$ cat config.mk
export PLATFORM = sky130hd
export DESIGN_NAME = md_ctrl_flat
export DESIGN_NICKNAME = d
export VERILOG_FILES = /design/src/rtl/md_ctrl_if.sv /design/src/rtl/md_ctrl.sv /design/src/flat_wrapper.sv
export SDC_FILE = /design/constraint.sdc
export NUM_CORES = 1
export LEC_CHECK = 0
export CORE_MARGIN = 1.5
export CORE_UTILIZATION = 40
export CTS_CLUSTER_DIAMETER = 200
export DETAILED_ROUTE_END_ITERATION = 10
export DONT_BUFFER_PORTS = 1
export SLEW_MARGIN = 0
export SYNTH_ARGS = -nofsm -noshare
export SYNTH_HDL_FRONTEND = slang
export SYNTH_SLANG_ARGS = --single-unit
$ cat constraint.sdc
create_clock -name clk -period 2.6 [get_ports clk]
set_input_delay 0.26 -clock clk [delete_from_list [all_inputs] [get_ports clk]]
set_output_delay 0.26 -clock clk [all_outputs]
set_load 0.02 [all_outputs]
$ cat src/rtl/md_ctrl_if.sv
// Bundle between E/D-stage pipeline control and the multiply/divide sequencer.
// The master side is the sequencer; the slave side is the pipeline and the HI/LO unit.
interface md_ctrl_if #(
    parameter int unsigned CNT_W = 32
);
    logic             flush;
    logic             e_valid;
    logic [2:0]       e_md_op;
    logic             d_md_use;
    logic [2:0]       md_op;
    logic             md_start;
    logic             md_flush;
    logic             stall_d;
    logic             busy;
    logic             err;
    logic [CNT_W-1:0] perf_cnt;

    modport master (
        input  flush,
        input  e_valid,
        input  e_md_op,
        input  d_md_use,
        output md_op,
        output md_start,
        output md_flush,
        output stall_d,
        output busy,
        output err,
        output perf_cnt
    );

    modport slave (
        output flush,
        output e_valid,
        output e_md_op,
        output d_md_use,
        input  md_op,
        input  md_start,
        input  md_flush,
        input  stall_d,
        input  busy,
        input  err,
        input  perf_cnt
    );
endinterface

$ cat src/rtl/md_ctrl.sv
// Sequencer between E-stage decode and the HI/LO multiply/divide unit.
// Define MD_PERF_CNT_EN to build the stall-cycle performance counter.
module md_ctrl #(
    parameter int unsigned MULT_LAT = 5,
    parameter int unsigned DIV_LAT  = 10,
    parameter int unsigned CNT_W    = 32
) (
    input  logic      clk,
    input  logic      reset,
    md_ctrl_if.master bus
);

    localparam int unsigned MAX_LAT = (DIV_LAT > MULT_LAT) ? DIV_LAT : MULT_LAT;
    localparam int unsigned LAT_W   = $clog2(MAX_LAT + 1);

    localparam logic [LAT_W-1:0] MULT_LOAD = LAT_W'(MULT_LAT);
    localparam logic [LAT_W-1:0] DIV_LOAD  = LAT_W'(DIV_LAT);
    localparam logic [LAT_W-1:0] CNT_ONE   = LAT_W'(1);

    typedef enum logic [0:0] {
        StIdle,
        StRun
    } state_e;

    state_e           state_q, state_d;
    logic [LAT_W-1:0] cnt_q, cnt_d;
    logic             err_q, err_d;

    logic       op_mul;
    logic       op_div;
    logic       op_hilo;
    logic       op_any;
    logic       issue;
    logic [2:0] md_op;
    logic       md_start;
    logic       busy;
    logic       stall_d;

    // Op decode; 111 falls into none of the classes and behaves like 000.
    always_comb begin
        op_mul  = (bus.e_md_op == 3'b001) || (bus.e_md_op == 3'b010);
        op_div  = (bus.e_md_op == 3'b011) || (bus.e_md_op == 3'b100);
        op_hilo = (bus.e_md_op == 3'b101) || (bus.e_md_op == 3'b110);
        op_any  = op_mul | op_div | op_hilo;
    end

    always_comb begin
        state_d  = state_q;
        cnt_d    = cnt_q;
        err_d    = err_q;
        issue    = 1'b0;
        md_op    = 3'b000;
        md_start = 1'b0;
        busy     = 1'b0;

        case (state_q)
            StIdle: begin
                issue    = bus.e_valid & ~bus.flush;
                md_start = issue & (op_mul | op_div);
                if (issue && op_any) begin
                    md_op = bus.e_md_op;
                end
                if (md_start) begin
                    state_d = StRun;
                    cnt_d   = op_mul ? MULT_LOAD : DIV_LOAD;
                end
            end

            StRun: begin
                busy = 1'b1;
                // The unit only holds one operation; a second MD op here is a hazard bug upstream.
                if (bus.e_valid && op_any) begin
                    err_d = 1'b1;
                end
                if (bus.flush || (cnt_q == CNT_ONE)) begin
                    state_d = StIdle;
                    cnt_d   = '0;
                end else begin
                    cnt_d = cnt_q - CNT_ONE;
                end
            end

            default: begin
                state_d = StIdle;
                cnt_d   = '0;
            end
        endcase
    end

    // Issue cycle is included so a dependent D-stage instruction never slips past the start.
    assign stall_d = bus.d_md_use & (busy | md_start);

    always_ff @(posedge clk) begin
        if (reset) begin
            state_q <= StIdle;
            cnt_q   <= '0;
            err_q   <= 1'b0;
        end else begin
            state_q <= state_d;
            cnt_q   <= cnt_d;
            err_q   <= err_d;
        end
    end

    assign bus.md_op    = md_op;
    assign bus.md_start = md_start;
    assign bus.md_flush = bus.flush;
    assign bus.stall_d  = stall_d;
    assign bus.busy     = busy;
    assign bus.err      = err_q;

`ifdef MD_PERF_CNT_EN
    logic [CNT_W-1:0] perf_q;

    always_ff @(posedge clk) begin
        if (reset) begin
            perf_q <= '0;
        end else if (stall_d) begin
            perf_q <= perf_q + CNT_W'(1);
        end
    end

    assign bus.perf_cnt = perf_q;
`else
    assign bus.perf_cnt = {CNT_W{1'b0}};
`endif

endmodule

$ cat src/flat_wrapper.sv
// flat-port wrapper written by rule: the top's interface ports become plain ports
module md_ctrl_flat 
#(
    parameter int unsigned MULT_LAT = 5,
    parameter int unsigned DIV_LAT  = 10,
    parameter int unsigned CNT_W    = 32
)
  (clk, reset, bus_flush, bus_e_valid, bus_e_md_op, bus_d_md_use, bus_md_op, bus_md_start, bus_md_flush, bus_stall_d, bus_busy, bus_err, bus_perf_cnt);
  md_ctrl_if #(.CNT_W(CNT_W)) bus_i ();
  input  logic clk;
  input  logic reset;
  input wire logic [$bits(bus_i.flush)-1:0] bus_flush;
  input wire logic [$bits(bus_i.e_valid)-1:0] bus_e_valid;
  input wire logic [$bits(bus_i.e_md_op)-1:0] bus_e_md_op;
  input wire logic [$bits(bus_i.d_md_use)-1:0] bus_d_md_use;
  output wire logic [$bits(bus_i.md_op)-1:0] bus_md_op;
  output wire logic [$bits(bus_i.md_start)-1:0] bus_md_start;
  output wire logic [$bits(bus_i.md_flush)-1:0] bus_md_flush;
  output wire logic [$bits(bus_i.stall_d)-1:0] bus_stall_d;
  output wire logic [$bits(bus_i.busy)-1:0] bus_busy;
  output wire logic [$bits(bus_i.err)-1:0] bus_err;
  output wire logic [$bits(bus_i.perf_cnt)-1:0] bus_perf_cnt;
  assign bus_i.flush = bus_flush;
  assign bus_i.e_valid = bus_e_valid;
  assign bus_i.e_md_op = bus_e_md_op;
  assign bus_i.d_md_use = bus_d_md_use;
  assign bus_md_op = bus_i.md_op;
  assign bus_md_start = bus_i.md_start;
  assign bus_md_flush = bus_i.md_flush;
  assign bus_stall_d = bus_i.stall_d;
  assign bus_busy = bus_i.busy;
  assign bus_err = bus_i.err;
  assign bus_perf_cnt = bus_i.perf_cnt;
  md_ctrl #(.MULT_LAT(MULT_LAT), .DIV_LAT(DIV_LAT), .CNT_W(CNT_W)) u_core (.clk(clk), .reset(reset), .bus(bus_i));
endmodule
==> results of run 1 <==
==> flip-flops by register name (all words and copies together), names as in the netlist <==
register        flops
u_core.bus.err      1
u_core.state_q      1
u_core.cnt_q        4
==> metrics by stage <==
stage               instances  hold WS, ns  utilization [%]  instance area (sq um)
floorplan                 116       0.3324                -                  819.5
global placement           99       0.3352            37.54                  591.8
detailed placement         99       0.3361            37.54                  591.8
CTS                       102      0.07654            38.97                  614.3
global route              102      0.07060            38.97                  614.3
finish                    102      0.08087            38.97                  614.3
==> routing by layer <==
layer	vias up	GRT usage, %	routed length, um	share of wire [%]
met4	0	8.824	35	3.4
met5	-	0	0	0
met3	5	4.400	100	9.8
met1	206	10.32	396	39
li1	229	-	-	-
met2	27	16.00	485	48
==> synth_stat cells (2+ instances only) <==
library cell  count
a211oi_1          4
and4_2            2
a21oi_1           4
nor2_1            3
inv_1             8
or2_2             2
dfxtp_1           6
o21ai_0           2
ha_1              2
buf_4            33
==> worst max-delay path, stage by stage (launching register included) <==
cell and delay, ns:
dfxtp_1 0.57, nor2_1 0.18, and4_2 0.32
==> cells by family after synthesis <==
logic type / after synthesis / share of synthesized area, %
AO/OA/AOI/OAI: 17 / 22.24
XOR/XNOR: 1 / 1.246
adder cells (fa/ha/maj): 2 / 3.558
buffers and inverters: 41 / 39.50
flip-flops: 6 / 17.08
other: 1 / 0.5333
AND/OR/NAND/NOR: 17 / 15.84
==> how the worst max path moves through the flow <==
stage,endpoint,depth (start not counted),from
floorplan,bus_stall_d,3,bus_e_md_op[2]
global placement,bus_stall_d,3,bus_e_md_op[2]
global route,u_core.cnt_q[0],4,u_core.state_q
finish,bus_md_op[0],2,u_core.state_q
CTS,bus_stall_d,2,u_core.state_q
detailed placement,bus_stall_d,3,bus_e_md_op[2]
==> power breakdown <==
| part | leakage, nW | total, mW | internal [mW] | switching (mW) |
|---|---|---|---|---|
| logic | 0.222 | 0.0969 | 0.0240 | 0.0729 |
| clock network | 0.0138 | 0.0855 | 0.0522 | 0.0333 |
| registers | 0.0490 | 0.104 | 0.0985 | 0.00540 |
| total | 0.285 | 0.286 | 0.175 | 0.112 |
==> area by class of cell <==
class | count | area [sq um]
fillers | 163 | 962.2
clock buffers | 3 | 22.52
inverters | 8 | 30.03
well taps | 16 | 20.02
multi-input cells | 69 | 421.7
flip-flops and latches | 6 | 120.1
==> results.yml, run 1 <==
power:
  power_leakage_nw: 0.2848
  p_per_area_mw_per_mm2: 466.0
  fin_total_pwr_mw: 0.2863
  irDropWorstVdd_mv: 0.1961
sta:
  setup_slack_ns: 1.030
  drv_slew: 0
  finalCritPeriodShare_pct: 60.39
  grt_setup_unrepaired: "false"
  setup-tns-final_ns: 0
  skew_ns: 0.003206
  setup_viol: 0
  finalHoldViolations: 0
  min_period_ns: 1.570
  clock.fmax_mhz: 636.9
logic_synthesis:
  synth_top_cell_area_share_pct: 35.23
  yosysWarningCount: 0
  syn-cell-area_sq_um: 703.2
  synth-seq-area-share_pct: 17.08
  synthFlopType: "dfxtp_1"
  synth.distinct_cells: 29
  synth_top_area_cell: "buf_4"
  syn_area_per_cell_sq_um: 8.273
  yosys-top-cells-area: "buf_4 (35%), dfxtp_1 (17%), a211oi_1 (4.3%)"
  synth_edf_count: 0
  ys_async_sr_fraction_pct: 0
  synth_cells: 85
  ys_ff_latch: 6
worst_hold_path:
  hold_end: "u_core.cnt_q[1]"
  hp-start: "reset"
  hold_path_depth: 1
  min_path_type: "in -> reg"
placed_design:
  numPortBuffers: 0
  dp_hpwl_um: 849.5
  gp_congestion: 0.6714
  place_ws_ns: 1.055
critical_path:
  crit_required_ns: 2.34
  end_kind: "primary output"
  r2r_start: "u_core.state_q"
  r2r-end: "u_core.cnt_q[0]"
  critical_path.max_fanout: 6
  start_kind: "flip-flop"
  path_class: "reg -> out"
  crit_arrival_ns: 1.31
  r2r_cells: 4
  ff2ff_setup_slack_ns: 1.08
job:
  maxCapViolations: 0
detailed_routing:
  final_antenna_net_count: 0
  dr_total_vias: 467
  vias_per_cell: 4.578
  drtPass1Iterations: 1
  wl_per_cell_um: 9.971
  drt-initial-drc-count: 0
  remaining_drc_errors: 0
  totalWireLength_um: 1017
floorplan:
  dieWidth_um: 44.93
  start_util_pct: 44.60
  pin_count: 48
  rows: 14
  dieHeight_um: 44.93
  coreArea_sq_mm: 0.001577
  dieArea_sq_mm: 0.002018
clock_tree:
  postCtsResizedCells: 0
  cts_buffers: 3
  clk_pin_slew_worst_paths_ns: 0.04
  clk_latency_ns: 0.25
  ctsRootBufferMaster: "clkbuf_4"
  cts_hold_buf: 0
  cts.path.max_buffers: 2
  cts_tree: "done"
  cts_setup_buffers: 0
  cts_max_level: 1
  clkSinkCount: 6
grt:
  grt_pass1_vias: 348
  track_usage_pct: 10.23
  grt_pass1_wl_um: 1407
  grt-ovfl-total: 0
  grt_max_degree: 8
  antenna_found_initial: 0
run_status:
  status: "complete, no violations"
finish:
  num_antenna_cells: 0
  area_delta_synth_final_pct: -12.63
  drive_gt1_share_pct: 17.44
  final_cell_mix: "conb_1 (32), inv_1 (8), dfxtp_1 (6)"
  fin_nets: 98
  layout_commonest_cell: "conb_1"
(Power assumes the default switching activity.)
==> run 2: changes to the inputs <==
==> constraint.sdc (replaced) <==
create_clock -name clk -period 1.45 [get_ports clk]
set_input_delay 0.145 -clock clk [delete_from_list [all_inputs] [get_ports clk]]
set_output_delay 0.145 -clock clk [all_outputs]
set_load 0.02 [all_outputs]
==> results.yml, run 2 (same netlist as run 1, synthesis figures left out) <==
sta:
  clock.fmax_mhz: 723.1
  min_period_ns: 1.383
  setup_viol: 0
  skew_ns: 0.001323
  finalCritPeriodShare_pct: 95.37
  hold_ws_ns: 0.1055
  finalHoldViolations: 0
  setup_slack_ns: 0.06711
  drv_slew: 0
critical_path:
  critPathSlowestCell: "dfxtp_1"
  end_kind: "flip-flop"
  r2r-end: "u_core.cnt_q[2]"
  crit_required_ns: 1.61
  r2r_start: "u_core.cnt_q[1]"
  ff2ff_setup_slack_ns: 0.07
  start_kind: "flip-flop"
  path_class: "reg -> reg"
  crit_arrival_ns: 1.54
  max_stage_delay_ns: 0.32
  r2r_cells: 6
  critical_path.max_fanout: 6
  crit_chain: "inv_1 -> ha_2 -> a311oi_4 -> buf_6 -> a21oi_2 -> o32ai_2"
power:
  power_leakage_nw: 0.3106
  p_per_area_mw_per_mm2: 792.5
  irDropWorstVdd_mv: 0.5054
placed_design:
  numPortBuffers: 0
  placed_cells: 100
  place_ws_ns: -0.006909
  placed_cell_area_sq_um: 599.3
  gp_congestion: 0.8438
  dp_hpwl_um: 940.5
finish:
  num_antenna_cells: 0
  layout_commonest_cell: "conb_1"
  stdcell_area_sq_um: 683.2
  fin_cells: 107
  fin_nets: 103
  area_delta_synth_final_pct: -2.847
  largest_reg_flops: 4
  regMostFlops: "u_core.cnt_q"
  drive_gt1_share_pct: 25.27
  final_cell_mix: "conb_1 (32), inv_1 (8), dfxtp_1 (6)"
floorplan:
  dieHeight_um: 44.93
  dieWidth_um: 44.93
  dieArea_sq_mm: 0.002018
  pin_count: 48
  start_util_pct: 44.60
  coreArea_sq_mm: 0.001577
  rows: 14
clock_tree:
  clkSinkCount: 6
  clk_pin_slew_worst_paths_ns: 0.04
  cts_max_level: 1
  ctsRootBufferMaster: "clkbuf_4"
  cts.path.max_buffers: 2
  cts_buffers: 3
  clk_latency_ns: 0.25
  cts_tree: "done"
detailed_routing:
  vias_per_cell: 4.533
  drt-initial-drc-count: 5
  drtPass1Iterations: 2
  dr_total_vias: 485
  wl_per_cell_um: 11.47
  final_antenna_net_count: 0
  totalWireLength_um: 1227
  remaining_drc_errors: 0
worst_hold_path:
  hold_path_depth: 2
  hold_end: "u_core.cnt_q[2]"
  hp-start: "reset"
  min_path_type: "in -> reg"
run_status:
  status: "complete, no violations"
grt:
  track_usage_pct: 12.62
  antenna_found_initial: 0
  grt-ovfl-total: 0
  grt_pass1_wl_um: 1794
  grt_max_degree: 8
  grt_pass1_vias: 408
job:
  maxCapViolations: 0
## run 2: worst max-delay path by stage
stage / startpoint / end / slack, ns / cells past startpoint
floorplan: u_core.state_q / u_core.cnt_q[0] / 0.09 / 4
global placement: u_core.cnt_q[1] / u_core.cnt_q[1] / 0.07 / 5
detailed placement: u_core.cnt_q[1] / u_core.cnt_q[1] / -0.007 / 5
CTS: u_core.cnt_q[1] / u_core.cnt_q[1] / 0.06 / 5
global route: u_core.cnt_q[1] / u_core.cnt_q[2] / -0.04 / 6
finish: u_core.cnt_q[1] / u_core.cnt_q[2] / 0.07 / 6
## run 2: critical path: cells and delay by family (launching register included)
family | cells | cell delay [ns]
fa+ha+maj | 1 | 0.19
flops | 1 | 0.32
buf+inv | 2 | 0.23
compound gates | 3 | 0.55
## run 2: stage by stage
stage            TNS, ns  util, %  total power, mW
2_1_floorplan          0        -           0.4169
3_3_place_gp           0    38.02           0.3625
3_5_place_dp   -0.006909    38.02           0.3648
4_1_cts                0    40.08           0.5319
5_1_grt         -0.03901    43.33           0.5795
6_report               0    43.33           0.5414
## run 2: power by group
| group | leakage (nW) | switching (mW) | internal [mW] |
|---|---|---|---|
| Sequential | 0.0490 | 0.00896 | 0.177 |
| Combinational | 0.248 | 0.144 | 0.0537 |
| Clock | 0.0138 | 0.0645 | 0.0939 |
## run 2: routing by layer
metal / GRT usage (%) / routed length [um]
met4: 7.059 / 19
met1: 14.50 / 483
met2: 19.14 / 592
met3: 6.000 / 132
met5: 0 / 0
## run 2: area by class of cell
class                           count  area, sq um
Fill cell                         170        893.4
Sequential cell                     6        120.1
Timing Repair Buffer                5        46.29
Inverter                            8        30.03
Multi-Input combinational cell     69        444.2
Tap cell                           16        20.02
Clock buffer                        3        22.52
## run 2: what timing repair did
action,CTS,global route
hold buffers,1,1
pin swaps,1,4
resized for setup,0,6
endpoints found under the hold margin,5,1
setup endpoints to repair,1,4
buffers inserted,0,2
